## config.mk

```make
export PLATFORM = sky130hd
export DESIGN_NAME = roi_energy_accumulator_flat
export DESIGN_NICKNAME = d
export VERILOG_FILES = /design/src/rtl/roi_energy_accumulator_if.sv /design/src/rtl/roi_energy_accumulator.sv /design/src/flat_wrapper.sv
export SDC_FILE = /design/constraint.sdc
export NUM_CORES = 1
export LEC_CHECK = 0
export CORE_ASPECT_RATIO = 1.25
export CORE_UTILIZATION = 30
export DETAILED_ROUTE_END_ITERATION = 8
export SLEW_MARGIN = 40
export SYNTH_ARGS = -nofsm -noshare
export SYNTH_HDL_FRONTEND = slang
export SYNTH_SLANG_ARGS = --single-unit
```

## constraint.sdc

```tcl
create_clock -name clk -period 4.9 [get_ports clk]
set_input_delay 0.49 -clock clk [delete_from_list [all_inputs] [get_ports clk]]
set_output_delay 0.49 -clock clk [all_outputs]
set_load 0.05 [all_outputs]
```

## src/rtl/roi_energy_accumulator_if.sv

```systemverilog
`default_nettype none
// ---------------------------------------------------------------------------
// roi_energy_accumulator_if: sample stream in, window energies out. rev 1.0
// ---------------------------------------------------------------------------
interface roi_energy_accumulator_if;
  logic       start;
  logic       sample_valid;
  logic [1:0] sample_ch;
  logic [7:0] sample_data;
  logic       busy;
  logic       done;
  logic [7:0] E0;
  logic [7:0] E1;
  logic [7:0] E2;
  logic [7:0] E3;

  modport master (
    output start, sample_valid, sample_ch, sample_data,
    input  busy, done, E0, E1, E2, E3
  );

  modport slave (
    input  start, sample_valid, sample_ch, sample_data,
    output busy, done, E0, E1, E2, E3
  );
endinterface
`default_nettype wire

```

## src/rtl/roi_energy_accumulator.sv

```systemverilog
`default_nettype none
// ---------------------------------------------------------------------------
// roi_energy_accumulator: per-channel windowed sums, scaled to 8 bits. rev 1.0
// ---------------------------------------------------------------------------
module roi_energy_accumulator #(
  parameter int WINDOW = 16,
  parameter int ACC_W  = 12,
  parameter int SHIFT  = 2
) (
  input  logic                     clk,
  input  logic                     rst,
  roi_energy_accumulator_if.slave  bus_if
);

  localparam int CNT_W = $clog2(WINDOW);
  localparam logic [CNT_W-1:0] C_LAST = CNT_W'(WINDOW - 1);

  typedef enum logic [1:0] {
    S_IDLE  = 2'd0,
    S_ACCUM = 2'd1,
    S_DONE  = 2'd2
  } state_t;

  state_t           state_q;
  logic [CNT_W-1:0] cnt_q;
  logic [ACC_W-1:0] acc_q [4];
  logic [ACC_W-1:0] acc_d [4];
  logic [7:0]       e_q   [4];
  logic [7:0]       e_d   [4];
  logic             done_q;
  logic             busy_q;
  logic             accept;

  assign accept = (state_q == S_ACCUM) && bus_if.sample_valid;

  // e_d is taken from acc_d so the closing sample is part of the final energy.
  always_comb begin
    for (int i = 0; i < 4; i++) begin
      logic [ACC_W:0]   sum;
      logic [ACC_W-1:0] scaled;
      sum      = {1'b0, acc_q[i]} + (ACC_W+1)'(bus_if.sample_data);
      acc_d[i] = acc_q[i];
      if (accept && (bus_if.sample_ch == 2'(i))) begin
        acc_d[i] = sum[ACC_W] ? {ACC_W{1'b1}} : sum[ACC_W-1:0];
      end
      scaled = acc_d[i] >> SHIFT;
      e_d[i] = (scaled > ACC_W'(255)) ? 8'hFF : scaled[7:0];
    end
  end

  always_ff @(posedge clk) begin
    if (rst) begin
      state_q <= S_IDLE;
      cnt_q   <= '0;
      done_q  <= 1'b0;
      busy_q  <= 1'b0;
      for (int i = 0; i < 4; i++) begin
        acc_q[i] <= '0;
        e_q[i]   <= '0;
      end
    end else begin
      case (state_q)
        S_IDLE: begin
          if (bus_if.start) begin
            for (int i = 0; i < 4; i++) acc_q[i] <= '0;
            cnt_q   <= '0;
            busy_q  <= 1'b1;
            state_q <= S_ACCUM;
          end
        end
        S_ACCUM: begin
          if (accept) begin
            acc_q <= acc_d;
            cnt_q <= cnt_q + 1'b1;
            if (cnt_q == C_LAST) begin
              e_q     <= e_d;
              done_q  <= 1'b1;
              state_q <= S_DONE;
            end
          end
        end
        S_DONE: begin
          done_q  <= 1'b0;
          busy_q  <= 1'b0;
          state_q <= S_IDLE;
        end
        default: state_q <= S_IDLE;
      endcase
    end
  end

  assign bus_if.busy = busy_q;
  assign bus_if.done = done_q;
  assign bus_if.E0   = e_q[0];
  assign bus_if.E1   = e_q[1];
  assign bus_if.E2   = e_q[2];
  assign bus_if.E3   = e_q[3];

endmodule
`default_nettype wire

```

## src/flat_wrapper.sv

```systemverilog
// flat-port wrapper written by rule: the top's interface ports become plain ports
module roi_energy_accumulator_flat 
#(
  parameter int WINDOW = 16,
  parameter int ACC_W  = 12,
  parameter int SHIFT  = 2
)
  (clk, rst, bus_if_start, bus_if_sample_valid, bus_if_sample_ch, bus_if_sample_data, bus_if_busy, bus_if_done, bus_if_E0, bus_if_E1, bus_if_E2, bus_if_E3);
  roi_energy_accumulator_if bus_if_i ();
  input  logic clk;
  input  logic rst;
  input wire logic [$bits(bus_if_i.start)-1:0] bus_if_start;
  input wire logic [$bits(bus_if_i.sample_valid)-1:0] bus_if_sample_valid;
  input wire logic [$bits(bus_if_i.sample_ch)-1:0] bus_if_sample_ch;
  input wire logic [$bits(bus_if_i.sample_data)-1:0] bus_if_sample_data;
  output wire logic [$bits(bus_if_i.busy)-1:0] bus_if_busy;
  output wire logic [$bits(bus_if_i.done)-1:0] bus_if_done;
  output wire logic [$bits(bus_if_i.E0)-1:0] bus_if_E0;
  output wire logic [$bits(bus_if_i.E1)-1:0] bus_if_E1;
  output wire logic [$bits(bus_if_i.E2)-1:0] bus_if_E2;
  output wire logic [$bits(bus_if_i.E3)-1:0] bus_if_E3;
  assign bus_if_i.start = bus_if_start;
  assign bus_if_i.sample_valid = bus_if_sample_valid;
  assign bus_if_i.sample_ch = bus_if_sample_ch;
  assign bus_if_i.sample_data = bus_if_sample_data;
  assign bus_if_busy = bus_if_i.busy;
  assign bus_if_done = bus_if_i.done;
  assign bus_if_E0 = bus_if_i.E0;
  assign bus_if_E1 = bus_if_i.E1;
  assign bus_if_E2 = bus_if_i.E2;
  assign bus_if_E3 = bus_if_i.E3;
  roi_energy_accumulator #(.WINDOW(WINDOW), .ACC_W(ACC_W), .SHIFT(SHIFT)) u_core (.clk(clk), .rst(rst), .bus_if(bus_if_i));
endmodule
```

# Yosys cells after proc, flatten, opt, wreduce, memory -nomap -nowiden
# Cells that the tools add are included.
[word_totals]
ff_bits = 88
in_bits = 14
output_inout_bits = 34
wordCells = 84
[classes]
add_sub_neg = 5
n_lt_le_gt_ge = 4
n_eq_ne = 13
muxes = 27
reduce_logical = 19
[ops]
columns = ["cell", "count"]
rows = [
  ["$mux 12", 8],
  ["$mux 48", 2],
  ["$pmux 48 s2", 1],
  ["$add 12x8->13", 4],
  ["$gt 10x8->1 const B", 4],
  ["$mux 8", 4],
  ["$reduce_and 4->1", 4],
  ["$ne 2x2->1 const B", 6],
  ["$reduce_and 3->1", 4],
  ["$mux 4", 2],
  ["$pmux 4 s2", 1],
  ["$eq 2x2->1 const B", 3],
  ["$mux 2", 3],
  ["$reduce_bool 2->1", 3],
  ["$logic_and 1x1->1", 5],
  ["$add 4x1->4 const B", 1],
  ["$eq 2x1->1 const B", 2],
  ["$eq 4x4->1 const B", 1],
  ["$logic_not 2->1", 2],
  ["$pmux 1 s2", 2],
  ["$pmux 2 s2", 1],
  ["$mux 1", 3],
  ["$ne 2x1->1 const B", 1],
  ["$reduce_and 2->1", 1],
]

# Longest topological paths before layout
[logic_depth]
ltp_word = 6
ltp_mapped = 8
mapped_depth_nobuf = 8

# Least setup slack after synthesis
# No wires, ideal clock.
[synth_timing]
kind = "input port to flip-flop"
startpoint = "in bus_if_sample_data[0]"
endpoint = "reg u_core.e_q, in the netlist u_core.bus_if.E3[0]"
setup_time_ps = 141
t_arrival_ps = 2659
t_required_ps = 4759
setup_slack_ps = 2100
stages = 8
path_buffers = 0
path_cell_list = "ha_1 fa_1 a211oi_1 o21bai_1 or2_1 a2111o_1 a221oi_2 a211oi_1"
[synth_between]
elab_chain_len = 5
[synth_rtl]
columns = ["element", "line", "text"]
rows = [
  ["from (decl)", "flat_wrapper.sv:15", "input wire logic [$bits(bus_if_i.sample_data)-1:0] bus_if_sample_data;"],
  ["$add 12x8->13 *", "roi_energy_accumulator.sv:41", "sum = {1'b0, acc_q[i]} + (ACC_W+1)'(bus_if.sample_data);"],
  ["$mux 12 *", "roi_energy_accumulator.sv:44", "acc_d[i] = sum[ACC_W] ? {ACC_W{1'b1}} : sum[ACC_W-1:0];"],
  ["$mux 12 *", "roi_energy_accumulator.sv:43", "if (accept && (bus_if.sample_ch == 2'(i))) begin"],
  ["$gt 10x8->1", "roi_energy_accumulator.sv:47", "e_d[i] = (scaled > ACC_W'(255)) ? 8'hFF : scaled[7:0];"],
  ["$mux 8 *", "roi_energy_accumulator.sv:47", ""],
  ["to (signal, indexed assignment)", "roi_energy_accumulator.sv:59", "e_q[i] <= '0;"],
  ["to (signal assigned)", "roi_energy_accumulator.sv:76", "e_q <= e_d;"],
  ["to (decl)", "roi_energy_accumulator.sv:28", "logic [7:0] e_q [4];"],
]
# Every way passes the cells marked *; elsewhere a longest branch is shown, timed or not. The select of a mux whose other input is x is not followed.
# A chain may end at the register's enable or synchronous reset.

# Worst setup path after layout
[layout_timing]
startpoint = "in bus_if_sample_data[1]"
endpoint = "reg u_core.e_q, in the netlist u_core.bus_if.E3[3]"
# The elaborated chain is that of the path after synthesis.

==> results.md <==
* Mapped Area at 5350 um^2
* GRT Total Usage at around 17%
* Hold Crit Class: reg -> reg
* Worst vdd ir at 178 uV
* Vias per cell at 5.44
* Port Buffers at between 40 and 50
* Run status: finished clean
* Leak at 0.00225 uW
* Clock buffer depth at 2
* Area Growth Syn to Fin at 18.7%
* Post-place setup slack at roughly 1.2 ns
* Largest net degree at the start of global routing at 53
* Detailed Routing Iterations Pass 1 at 4
* WHS Path Cells at 2
* Net load switching power at 391 uW
* Sink Count at 88
* Die height at approximately 150 um
* Slew Limit Headroom at a little over half
* Synth warnings at 0
* Max Cap Viol at 0
* Final WS setup at around 1.6 ns
* CP endpoint kind: register
* Sequential power share at 46.7%
* Fin Hold WS at 0.491 ns
* CP Data Required Time at 5.10 ns
* Peak Freq at 0.301 GHz
* Critical path class: in -> reg
* PD cells at 244 nW/um^2
* Vias in the first global route at 4682
* Mapped Cells at between 600 and 700
* Fill cells at 1862
* Clock-pin transition on the worst setup and hold timing paths at roughly 0.06 ns
* FFs w/ async S/R, synth at 0%
* Final hold vios at 0
* ANT cells at 0
* Final period util at 67.7%
* Synth area leaders: dfxtp_1 33%, ha_1 7.7%, a211oi_1 5.9%
* Post-cts resize count at 0
* Later-pin clock latency in the skew report at 0.35 ns
* CTS Buf Count at 9
* Post-synth top area share at 32.9%
* Setup TNS at 0 ns
* Startpoint types: input pin
* Dpl hpwl at 10.4 mm
* Syn nets at 695
* Netlist cell types at between 60 and 70
* Setup repair bufs after CTS at 0
* Initial antenna violation count at 0
* IO Count at 48
* Core Area at between 15000 and 20000 um^2
* Most frequent cells in the layout: 88 x dfxtp_1, 73 x nor2_1, 48 x a21oi_1
* RSZ-0062 raised after global routing: false
* Rows at 54
* Commonest non-fill, non-tap cell in the layout: dfxtp_1
* CTS tree: yes
* Post-synthesis sequential area ratio at 32.9%
* DRT Wirelength at 14.5 mm
* Final Setup Violations at 0
* Vias at 4961
* Die Area at 18400 um^2
* Final nets at 736
* Shortest period the worst path allows at 3.32 ns
* Reg2reg path depth at 8
* Cell accounting for the most synthesized area: dfxtp_1
* Overflow after GRT at 0
* Internal at 1160 uW
* Post-CTS Hold Buffers at 0
* Clock skew at roughly 0.0055 ns
* Slew at the pin with the worst max-slew slack at slightly below 0.7 ns
* Avg Inst Size Synth at around 8.3 um^2
* H-tree depth at 3
* Post-synth top flop: dfxtp_1
* Routed length per instance at 16.0 um
* Worst EP arrival at 3.52 ns
* Drt initial violations at 295
* CTS root buf: clkbuf_16
* Placer Congestion at a little under 0.9
* Fraction of layout cells with a size suffix above 1 at 6.69%
* Share of total power in the clock network at between 40% and 50%
* Die W at roughly 120 um
* Initial core utilization at a little under a third
* DRC at 0
* Slew Viols, Final at 0
* Logic pwr share at 9.8%
* Maximum fanout along the worst path at 8
* Flops & latches, synth at 88
* Net Sw Frac at ~25%
* First-pass GRT wire length at between 20 and 25 mm
* Post-synth EDFFs at 0
* Post-route ant nets at 0
-- routing by layer --
metal  global-route usage (%)  vias to the layer above  share of wire (%)
met4                     6.60                        0                2.1
li1                         -                     2503                  -
met2                     28.3                       80                 47
met1                     20.6                     2356                 47
met5                        0                        -                  0
met3                     2.60                       22                3.4
-- cells in the mapped netlist (all sizes together) (2+ instances only) --
master    n
nand2    46
a21oi    48
o22ai    12
a211o     3
nand3b    6
nor2b     6
or2       5
clkbuf   24
a31o      2
dfxtp    88
nand4     9
o21bai    9
o21a      4
xnor2    12
a211oi   44
o2bb2ai   4
and2      5
a31oi    16
xor2     14
a221oi    3
o31a      2
nor3     17
nor3b     4
fa        4
o21ba     2
o211ai    8
mux2i     4
a32oi     3
buf       5
nand3    24
o2bb2a    3
a21o     10
nor2     74
ha       33
and3      9
nand2b    8
o21ai    40
or3       2
o221ai    8
a2111o    3
inv       7
mux2      2
-- per-stage QoR --
step / power, uW / utilization (%) / area [um^2] / instances
finish: 1550 / 36.4 / 6350 / 912
global route: 1610 / 36.4 / 6350 / 912
CTS: 1570 / 36.4 / 6350 / 912
detailed placement: 891 / 34.8 / 6070 / 898
global placement: 890 / 34.8 / 6070 / 898
floorplan: 837 / - / 5350 / 644
-- worst max-delay path, cell delays in order --
cell and delay (ns):
clkdlybuf4s50_1 0.68, fa_1 0.59, a211oi_1 0.25, o21bai_1 0.15, or2_1 0.30, a2111o_1 0.33, a221oi_2 0.56, a211oi_1 0.16
-- path summary, 6_finish.rpt --
| kind | start | endpoint | slack (ns) |
|---|---|---|---|
| worst max-delay path | bus_if_sample_data[1] | u_core.bus_if.E3[3]$_SDFFE_PP0P_ | 1.58 |
| worst min-delay path | u_core.acc_q[6]$_SDFFE_PP0P_ | u_core.acc_q[6]$_SDFFE_PP0P_ | 0.49 |
| worst max register to register | u_core.acc_q[0]$_SDFFE_PP0P_ | u_core.bus_if.E3[3]$_SDFFE_PP0P_ | 2.05 |
| worst min register to register | u_core.acc_q[6]$_SDFFE_PP0P_ | u_core.acc_q[6]$_SDFFE_PP0P_ | 0.49 |
-- layout make-up --
class | instances | area, um^2 | share of cell area (%)
clock buffer | 9 | 225 | 3.55
clock inverter | 5 | 50.0 | 0.788
inverter | 7 | 26.3 | 0.414
multi-input combinational | 520 | 3450 | 54.3
sequential | 88 | 1760 | 27.8
tap | 224 | 280 | 4.42
timing repair buffer | 59 | 558 | 8.79
-- power groups by stage --
stage	sequential, uW	combinational [uW]	clock, uW
final	724	152	673
after global routing	724	166	718
after detailed placement	740	152	0
after floorplan	741	95.5	0
after CTS	723	152	691
after global placement	740	150	0
-- cells by family (layout without fill, tap and decap cells) --
| family | Yosys count | after routing | synth area share (%) |
|---|---|---|---|
| DFF | 88 | 88 | 32.9 |
| muxes | 6 | 6 | 1.17 |
| AOI/OAI and AO/OA | 231 | 231 | 29.5 |
| buffers and inverters | 36 | 80 | 2.67 |
| xor gates and xnor gates | 26 | 26 | 4.26 |
| adders and majority gates | 37 | 37 | 9.22 |
| and+or+nand+nor | 220 | 220 | 20.3 |
-- sequential cells by signal, summed over array words and instances, names as in the netlist --
name and cells:
u_core.acc_q 48, u_core.bus_if.E0 8, u_core.bus_if.E1 8, u_core.bus_if.E2 8, u_core.bus_if.E3 8, u_core.cnt_q 4, u_core.state_q 2, u_core.bus_if.busy 1
u_core.bus_if.done 1
Note: power is estimated with default switching activity, not from simulation.
